### config.mk
export PLATFORM = sky130hd
export DESIGN_NAME = wb_timer
export DESIGN_NICKNAME = d
export VERILOG_FILES = /design/src/rtl/wb_timer_pkg.sv /design/src/rtl/wb_timer_prescaler.sv /design/src/rtl/wb_timer.sv
export SDC_FILE = /design/constraint.sdc
export NUM_CORES = 1
export LEC_CHECK = 0
export ABC_AREA = 1
export CAP_MARGIN = 20
export CORE_MARGIN = 2
export CORE_UTILIZATION = 60
export CTS_BUF_LIST = sky130_fd_sc_hd__clkbuf_16
export CTS_CLUSTER_DIAMETER = 100
export DETAILED_ROUTE_END_ITERATION = 10
export GPL_TIMING_DRIVEN = 1
export PLACE_DENSITY = 0.88
export SLEW_MARGIN = 20
export SYNTH_ARGS = -nofsm -noshare
export SYNTH_HDL_FRONTEND = slang
export SYNTH_HIERARCHICAL = 1
export SYNTH_SLANG_ARGS = --single-unit
### constraint.sdc
create_clock -name wb_clk_i -period 2.5 [get_ports wb_clk_i]
set_input_delay 0.375 -clock wb_clk_i [delete_from_list [all_inputs] [get_ports wb_clk_i]]
set_output_delay 0.375 -clock wb_clk_i [all_outputs]
set_load 0.01 [all_outputs]
### src/rtl/wb_timer_pkg.sv
// wb_timer_pkg: shared constants and helpers for the wb_timer peripheral.
//   - Register word addresses (bus adr[4:2]).
//   - CTRL bit positions.
//   - Reset value of the 64-bit compare register.
//   - byte_merge(): applies Wishbone byte enables to a 32-bit register word.
package wb_timer_pkg;

  localparam logic [2:0] ADDR_MTIME_LO    = 3'd0;
  localparam logic [2:0] ADDR_MTIME_HI    = 3'd1;
  localparam logic [2:0] ADDR_MTIMECMP_LO = 3'd2;
  localparam logic [2:0] ADDR_MTIMECMP_HI = 3'd3;
  localparam logic [2:0] ADDR_CTRL        = 3'd4;
  localparam logic [2:0] ADDR_PRESCALE    = 3'd5;
  localparam logic [2:0] ADDR_STATUS      = 3'd6;
  localparam logic [2:0] ADDR_UNMAPPED    = 3'd7;

  localparam int CTRL_EN = 0;
  localparam int CTRL_IE = 1;

  localparam logic [63:0] MTIMECMP_RST = 64'hFFFF_FFFF_FFFF_FFFF;

  function automatic logic [31:0] byte_merge(input logic [31:0] old_w,
                                             input logic [31:0] new_w,
                                             input logic [3:0]  sel);
    logic [31:0] res;
    res = old_w;
    for (int b = 0; b < 4; b++) begin
      if (sel[b]) res[8*b +: 8] = new_w[8*b +: 8];
    end
    return res;
  endfunction

endpackage

### src/rtl/wb_timer_prescaler.sv
// wb_timer_prescaler: divides the clock by (i_prescale+1) while enabled.
// Ports:
//   i_clk, i_rst   clock, synchronous active-high reset
//   i_en           count enable; counter holds while low
//   i_prescale     terminal count; a tick is produced when the counter equals it
//   i_clr          restart the count from zero (register write to CTRL/PRESCALE)
//   o_tick         one-cycle pulse, combinational from the current count
module wb_timer_prescaler
  import wb_timer_pkg::*;
#(
  parameter int PRESCALE_W = 16
) (
  input  logic                  i_clk,
  input  logic                  i_rst,
  input  logic                  i_en,
  input  logic [PRESCALE_W-1:0] i_prescale,
  input  logic                  i_clr,
  output logic                  o_tick
);

  logic [PRESCALE_W-1:0] r_pcnt;
  logic                  w_match;

  assign w_match = (r_pcnt == i_prescale);
  // The tick reflects the state before any clear in this cycle, so a
  // CTRL/PRESCALE write that lands on a terminal count still counts it.
  assign o_tick  = i_en & w_match;

  always_ff @(posedge i_clk) begin
    if (i_rst) begin
      r_pcnt <= '0;
    end else if (i_clr) begin
      r_pcnt <= '0;
    end else if (i_en) begin
      r_pcnt <= w_match ? '0 : r_pcnt + {{(PRESCALE_W-1){1'b0}}, 1'b1};
    end
  end

endmodule

### src/rtl/wb_timer.sv
// wb_timer: Wishbone B3 classic slave with a 64-bit mtime counter, a 64-bit
// mtimecmp compare register and a level timer interrupt.
// Ports:
//   wb_clk_i, wb_rst_i    clock, synchronous active-high reset
//   wb_adr_i              word address (bus adr[4:2])
//   wb_dat_i, wb_sel_i    write data and byte enables
//   wb_we_i, wb_cyc_i, wb_stb_i   classic-cycle handshake inputs
//   wb_cti_i, wb_bte_i    burst hints, ignored (every beat is classic)
//   wb_dat_o              read data, valid while wb_ack_o is high
//   wb_ack_o, wb_err_o    one-cycle registered acknowledge / error
//   timer_irq_o           registered IE & (mtime >= mtimecmp)
module wb_timer
  import wb_timer_pkg::*;
#(
  parameter int PRESCALE_W     = 16,
  parameter int PRESCALE_RESET = 0
) (
  input  logic        wb_clk_i,
  input  logic        wb_rst_i,
  input  logic [2:0]  wb_adr_i,
  input  logic [31:0] wb_dat_i,
  input  logic [3:0]  wb_sel_i,
  input  logic        wb_we_i,
  input  logic        wb_cyc_i,
  input  logic        wb_stb_i,
  input  logic [2:0]  wb_cti_i,
  input  logic [1:0]  wb_bte_i,
  output logic [31:0] wb_dat_o,
  output logic        wb_ack_o,
  output logic        wb_err_o,
  output logic        timer_irq_o
);

  logic [63:0]           r_mtime;
  logic [63:0]           r_mtimecmp;
  logic [31:0]           r_shadow;
  logic [1:0]            r_ctrl;
  logic [PRESCALE_W-1:0] r_prescale;
  logic                  r_ack;
  logic                  r_err;
  logic [31:0]           r_dat;
  logic                  r_irq;

  logic                  w_req;
  logic                  w_wr;
  logic                  w_rd;
  logic                  w_tick;
  logic                  w_cmp;
  logic                  w_pclr;
  logic [31:0]           w_rdata;
  logic [63:0]           w_mtime_nxt;
  logic [PRESCALE_W-1:0] w_prescale_wr;
  logic                  w_unused;

  assign w_unused = ^{wb_cti_i, wb_bte_i};

  // A new beat is accepted only when no ack/err is being presented, which
  // limits a held strobe to one transfer every two cycles.
  assign w_req  = wb_cyc_i & wb_stb_i & ~r_ack & ~r_err;
  assign w_wr   = w_req & wb_we_i;
  assign w_rd   = w_req & ~wb_we_i;
  assign w_cmp  = (r_mtime >= r_mtimecmp);
  assign w_pclr = w_wr & ((wb_adr_i == ADDR_CTRL) | (wb_adr_i == ADDR_PRESCALE));

  wb_timer_prescaler #(
    .PRESCALE_W (PRESCALE_W)
  ) u_prescaler (
    .i_clk      (wb_clk_i),
    .i_rst      (wb_rst_i),
    .i_en       (r_ctrl[CTRL_EN]),
    .i_prescale (r_prescale),
    .i_clr      (w_pclr),
    .o_tick     (w_tick)
  );

  always_comb begin
    w_rdata = '0;
    case (wb_adr_i)
      ADDR_MTIME_LO:    w_rdata = r_mtime[31:0];
      ADDR_MTIME_HI:    w_rdata = r_shadow;
      ADDR_MTIMECMP_LO: w_rdata = r_mtimecmp[31:0];
      ADDR_MTIMECMP_HI: w_rdata = r_mtimecmp[63:32];
      ADDR_CTRL:        w_rdata = {30'd0, r_ctrl};
      ADDR_PRESCALE:    w_rdata = 32'(r_prescale);
      ADDR_STATUS:      w_rdata = {30'd0, r_irq, w_cmp};
      default:          w_rdata = '0;
    endcase
  end

  always_comb begin
    w_prescale_wr = r_prescale;
    for (int b = 0; b < PRESCALE_W; b++) begin
      if (wb_sel_i[b/8]) w_prescale_wr[b] = wb_dat_i[b];
    end
  end

  // A bus write to either half overrides a coincident tick; the other half
  // keeps its pre-tick value, so no carry crosses the halves.
  always_comb begin
    w_mtime_nxt = r_mtime;
    if (w_tick) w_mtime_nxt = r_mtime + 64'd1;
    if (w_wr && (wb_adr_i == ADDR_MTIME_LO)) begin
      w_mtime_nxt = {r_mtime[63:32], byte_merge(r_mtime[31:0], wb_dat_i, wb_sel_i)};
    end else if (w_wr && (wb_adr_i == ADDR_MTIME_HI)) begin
      w_mtime_nxt = {byte_merge(r_mtime[63:32], wb_dat_i, wb_sel_i), r_mtime[31:0]};
    end
  end

  always_ff @(posedge wb_clk_i) begin
    if (wb_rst_i) begin
      r_mtime    <= '0;
      r_mtimecmp <= MTIMECMP_RST;
      r_shadow   <= '0;
      r_ctrl     <= '0;
      r_prescale <= PRESCALE_W'(PRESCALE_RESET);
      r_ack      <= 1'b0;
      r_err      <= 1'b0;
      r_dat      <= '0;
      r_irq      <= 1'b0;
    end else begin
      r_mtime <= w_mtime_nxt;
      r_irq   <= r_ctrl[CTRL_IE] & w_cmp;
      r_ack   <= w_req & (wb_adr_i != ADDR_UNMAPPED);
      r_err   <= w_req & (wb_adr_i == ADDR_UNMAPPED);
      r_dat   <= (w_rd && (wb_adr_i != ADDR_UNMAPPED)) ? w_rdata : 32'd0;

      // Capture the high word alongside a low-word read for atomic 64-bit reads.
      if (w_rd && (wb_adr_i == ADDR_MTIME_LO)) r_shadow <= r_mtime[63:32];

      if (w_wr) begin
        case (wb_adr_i)
          ADDR_MTIMECMP_LO: r_mtimecmp[31:0]  <= byte_merge(r_mtimecmp[31:0], wb_dat_i, wb_sel_i);
          ADDR_MTIMECMP_HI: r_mtimecmp[63:32] <= byte_merge(r_mtimecmp[63:32], wb_dat_i, wb_sel_i);
          ADDR_CTRL:        r_ctrl <= wb_sel_i[0] ? wb_dat_i[1:0] : r_ctrl;
          ADDR_PRESCALE:    r_prescale <= w_prescale_wr;
          default:          ;
        endcase
      end
    end
  end

  assign wb_dat_o    = r_dat;
  assign wb_ack_o    = r_ack;
  assign wb_err_o    = r_err;
  assign timer_irq_o = r_irq;

endmodule

**Yosys cells after proc, flatten, opt, wreduce, memory -nomap -nowiden**

Index checks and enable logic that the tools add are counted.

- Add/subtract/negate cells: 2
- Magnitude comparators: 1
- Equal/unequal tests: 18
- Muxes and demuxes: 9
- Bitwise logic cells: 16
- Reductions and logical operators: 28

Operators with widths:

| operator | number |
|---|---|
| one-hot mux 32 bit (7 select lines) | 1 |
| 2-to-1 mux 64 bit | 2 |
| adder 64 x 1 -> 64 bit, second input constant | 1 |
| >= comparator 64 bit | 1 |
| AND reduction 3 bit | 19 |
| 2-to-1 mux 32 bit | 1 |
| 2-to-1 mux 8 bit | 4 |
| != test 2 bit, second input constant | 9 |
| adder 16 x 1 -> 16 bit, second input constant | 1 |
| == test 16 bit | 1 |
| 2-to-1 mux 16 bit | 1 |
| == test 3 bit, second input constant | 4 |
| AND 1 bit | 10 |
| == test 3 x 2 -> 1 bit, second input constant | 2 |
| inverter 1 bit | 5 |
| logical AND 1 bit | 4 |
| nonzero test 2 bit | 2 |
| OR reduction 2 bit | 2 |
| == test 3 x 1 -> 1 bit, second input constant | 1 |
| logical NOT 3 bit | 1 |
| != test 3 bit, second input constant | 1 |
| OR 1 bit | 1 |

- Register bits after elaboration: 229
- Input port bits: 49
- Output and inout bits: 35
- Word-level logic and storage cells: 99

**Longest topological paths before layout**

- Word-level depth: 7
- Depth in mapped cells: 17
- Mapped depth without buffers: 17

**Modules after synthesis**

The synthesis kept the hierarchy.

Modules (own cells, without submodules):

| module | times used | cells each | area each (sq um) | sequential area each (sq um) |
|---|---|---|---|---|
| wb_timer | 1 | 1776 | 12112.9 | 4264.1 |
| wb_timer_prescaler | 1 | 212 | 1186.1 | 320.3 |

**Worst setup path before layout**

No wires, ideal clock.

- Path kind: input to register
- Start point: input wb_adr_i[0]
- End point: register r_mtime[31]
- Setup time: 122 ps
- Data arrival time: 1809 ps
- Data required time: 2378 ps
- Path slack: 569 ps
- Cell stages on the path: 9
- Buffers on the path: 1
- Cells stage by stage: buf_2 nor3_4 inv_4 nor2_8 a21oi_2 a21oi_2 inv_2 a21oi_1 a21oi_1

- Word-level cells in the longest chain between the ends: 4
- Elaborated cells on any way between the ends: 9
- Classes of those cells: eq/ne (3); mux (1); reduce/logical (5)

Ends and longest elaborated chain:

| item | RTL line | text |
|---|---|---|
| start, declared | wb_timer.sv:20 | `input logic [2:0] wb_adr_i,` |
| == test 3 x 1 -> 1 bit or logical NOT 3 bit (tied branches) | wb_timer.sv:104, wb_timer.sv:102 |  |
| logical AND 1 bit, on equally long branches | wb_timer.sv:104, wb_timer.sv:102 |  |
| != test 2 bit (no line) or nonzero test 2 bit (tied branches) | - |  |
| AND reduction 3 bit (no line) | - |  |
| end signal, assigned | wb_timer.sv:121 | `r_mtime <= w_mtime_nxt;` |
| end, declared | wb_timer.sv:34 | `logic [63:0] r_mtime;` |

Several ways; a longest one is shown, not always the timed one.
A chain may end at the register's enable or synchronous reset.

**Worst setup path in the final report**

- Start point: register r_mtimecmp[62]
- End point: register r_dat[0], in the netlist wb_dat_o[0]

- Word-level cells in the longest chain between the ends: 2

Ends and longest elaborated chain:

| item | RTL line | text |
|---|---|---|
| start, declared | wb_timer.sv:35 | `logic [63:0] r_mtimecmp;` |
| start signal, assigned | wb_timer.sv:133 | `ADDR_MTIMECMP_HI: r_mtimecmp[63:32] <= byte_merge(r_mtimecmp[63:32], wb_dat_i, wb_sel_i);` |
| >= comparator 64 bit | wb_timer.sv:62 | `assign w_cmp = (r_mtime >= r_mtimecmp);` |
| one-hot mux 32 bit (7 select lines) | wb_timer.sv:78 | `case (wb_adr_i)` |
| end signal, assigned | wb_timer.sv:125 | `r_dat <= (w_rd && (wb_adr_i != ADDR_UNMAPPED)) ? w_rdata : 32'd0;` |
| end, declared | wb_timer.sv:41 | `logic [31:0] r_dat;` |

Every way passes these cells.

==> flow_metrics.tcl <==
set metrics [dict create \
    power_mw 8.168 \
    wl_um 50900 \
    peakVddDrop_v 0.0006406 \
    boundaryPins 84 \
    skew_ps 18.44 \
    numCtsBuffers 25 \
    die_width_um 152.9 \
    clk_pin_slew_ps 70 \
    gr-total-overflow 0 \
    stdcell_count 2423 \
    drv_slew 0 \
    avgSynthCellArea_sq_um 6.690 \
    status "finished, final reports clean" \
    synth_flop_cell "dfxtp_1" \
    path_cells "inv_1, ha_1, nand4_1, nor2_1, nand4_1, nor3b_1, nand2_1, nand2_1, nand2_1, a21oi_1" \
    grt_max_degree 83 \
    hold_viol_final 0 \
    synth-edff-count 0 \
    synth.net_count 2103 \
    path_class "reg2reg" \
    rsz0062_at_grt "no" \
    clockBufferDepth 3 \
    async_flop_share_pct 0 \
    syn-cell-area_sq_mm 0.01330 \
    r2r_end "wb_dat_o[0]$_SDFF_PP0_" \
    cts_tree "done" \
    synth.distinct_cells 47 \
    crit_start "r_mtimecmp[62]$_SDFFE_PP1P_" \
    worstHoldStart "r_ctrl[1]$_SDFFE_PP0P_" \
    viasPerCell 6.215 \
    port_buffers 78 \
    syn_inst 1988 \
    fmax_ghz 0.4296 \
    worst_slew_pin_slew_ps 687.5 \
    htreeDepth 1 \
    path_buf_inv 1 \
    r2r_setup_slack_ps 170 \
    critical_path.slowest_cell "dfxtp_1" \
    reg2reg_depth 10 \
    core_sq_mm 0.02182 \
    ys_seq_area_share_pct 34.47 \
    cts_hold_buf 0 \
    grt.total_usage_pct 41.98 \
    nets 2239 \
    clk_latency_ps 550 \
    power.density_mw_per_mm2 511.3 \
    dr.pass1.iters 5 \
    whs_endpoint "timer_irq_o$_SDFF_PP0_" \
    diodes 0 \
    cp.arrival_ps 2790 \
    numPlacedInstances 2377 \
    leakage_nw 7.022 \
    post-cts-setup-buffers 0 \
    dieArea_sq_mm 0.02337 \
    die_y_um 152.9 \
    grt_pass1_wl_um 77430 \
    first_iter_violations 1892 \
    finalCritPeriodShare_pct 93.10 \
    min_path_cells 2 \
    synth_area_leaders "dfxtp_1 34%, nand2_1 14%, nor2_1 7.0%" \
    fin_setup_tns_ps 0 \
    ant_nets 0 \
    drv_cap 0 \
    max_slew_margin_pct 53.82 \
    clkSinkCount 229 \
    setup_viol_count_final 0 \
    cp-start-kind "flop" \
    hp-class "reg2reg" \
    cts-root-buf "clkbuf_16" \
    drive_above_1_share_pct 9.053 \
    fp-row-count 54 \
    final.min_clock_period_ps 2328 \
    cp_common_cell "nand2_1" \
    initial_core_util_pct 60.94 \
    yosys_register_bits 229 \
    synth_top_area_share_pct 34.47 \
    cp_max_fo 3 \
    finalInstanceArea_sq_mm 0.01597 \
    place_area_sq_mm 0.01509 \
    gp_congestion 1.066 \
    area_delta_synth_final_pct 20.12 \
    final_core_util_pct 73.20 \
    antenna_found_initial 0 \
    required_ps 2970 \
    wl_per_cell_um 21.01 \
    via_count 15060 \
    cp_top_family "simple AND/OR/NAND/NOR gates" \
    synth_warnings 6 \
    grt_pass1_vias 14040 \
    dpl.hpwl_um 38370 \
    slowest_delay_ps 340 \
    r2r_start "r_mtimecmp[62]$_SDFFE_PP1P_" \
    synth_area_leader_cell "dfxtp_1" \
    drc 0 \
    crit_path_end_kind "flop" \
    nFillCells 1663 \
    cts-resized-gates 0 \
]
==> cell usage in the layout, fill, tap and decap left out, drive strengths merged <==
cell type      netlist  routed
a211oi               1       1
a21o                 2       2
a21oi              186     186
a221oi              31      31
a22oi                3       3
a31oi               11      11
a41oi                1       1
and3b                1       1
buf                 22     104
bufinv               0       5
clkbuf              51      25
clkdlybuf4s50        0      78
clkinv               1      14
clkinvlp             0       3
dfxtp              229     229
ha                  66      66
inv                231     231
nand2              485     485
nand3               87      87
nand3b               4       4
nand4               31      31
nor2               256     256
nor3                48      48
nor3b                3       3
nor4                 2       2
o211ai              88      88
o21a                 1       1
o21ai              109     109
o221ai               1       1
o22ai               12      12
o32ai                2       2
or2                  3       3
xnor2                6       6
xor2                14      14
==> final cells by class <==
type	count	area (sq um)	area share, %
Clock buffer	25	625.6	3.916
Timing Repair Buffer	182	1749	10.95
Sequential cell	229	4591	28.74
Inverter	232	874.6	5.475
Multi-Input combinational cell	1454	7547	47.25
Tap cell	280	350.3	2.193
Clock inverter	21	236.5	1.480
==> registers in the layout, indices dropped and copies added, names as in the netlist <==
name and flops:
r_mtime 64, r_mtimecmp 64, r_shadow 32, wb_dat_o 32, r_prescale 16, u_prescaler/r_pcnt 16
r_ctrl 2, timer_irq_o 1, wb_ack_o 1, wb_err_o 1
==> worst max path at each step <==
stage / end / slack (ps) / cells after the start
final: wb_dat_o[0]$_SDFF_PP0_ / 170 / 10
after floorplan: r_mtime[31]$_SDFFE_PP0P_ / 570 / 9
after global placement: r_mtime[31]$_SDFFE_PP0P_ / 60 / 10
after global routing: r_mtime[39]$_SDFFE_PP0P_ / 30 / 15
after CTS: r_mtime[32]$_SDFFE_PP0P_ / 70 / 15
after detailed placement: r_mtime[31]$_SDFFE_PP0P_ / -30 / 11
==> report_power, final <==
| group | switching [mW] | leakage (nW) | total (mW) | internal (mW) |
|---|---|---|---|---|
| clock network | 1.62 | 0.421 | 3.96 | 2.34 |
| logic | 0.319 | 4.75 | 0.504 | 0.186 |
| registers | 0.0284 | 1.85 | 3.71 | 3.68 |
| total | 1.96 | 7.02 | 8.17 | 6.21 |
==> logic make-up after synthesis <==
group	after synthesis	synth area share [%]
buffers and inverters	305	8.919
DFF	229	34.47
and+or+nand+nor	920	28.92
adders and majority gates	66	6.209
xor gates and xnor gates	20	1.317
AOI/OAI and AO/OA	448	20.16
==> through the flow <==
stage	setup WS [ps]	hold WS [ps]
2_1_floorplan	569.0	426.8
3_3_place_gp	58.39	443.9
3_5_place_dp	-27.53	445.5
4_1_cts	71.86	455.2
5_1_grt	33.30	482.6
6_report	172.5	456.1
==> Yosys cell counts (2+ instances only) <==
cell,n
a21o_1,2
a21oi_1,180
a21oi_2,5
a221oi_1,31
a22oi_1,3
a31oi_1,11
buf_1,5
buf_2,13
buf_4,2
buf_6,2
clkbuf_1,51
dfxtp_1,229
ha_1,66
inv_1,222
inv_2,8
nand2_1,482
nand2_2,3
nand3_1,85
nand3_2,2
nand3b_1,4
nand4_1,31
nor2_1,247
nor2_2,7
nor3_1,43
nor3_2,2
nor3_4,3
nor3b_1,3
nor4_1,2
o211ai_1,88
o21ai_0,104
o21ai_1,2
o21ai_2,3
o22ai_1,12
o32ai_1,2
or2_2,3
xnor2_1,6
xor2_1,14
==> worst register-to-register path, cell delays in order (launching register included) <==
cell,delay [ps]
dfxtp_1,340
inv_1,70
ha_1,330
nand4_1,330
nor2_1,250
nand4_1,210
nor3b_1,240
nand2_1,70
nand2_1,170
nand2_1,80
a21oi_1,170
==> metal layers <==
metal / routed length, um / GRT usage (%)
met5: 0 / 0
met3: 5842 / 7.995
met1: 20160 / 55.93
met4: 2629 / 19.62
met2: 22270 / 66.09
Power figures use the tool's default switching activity.
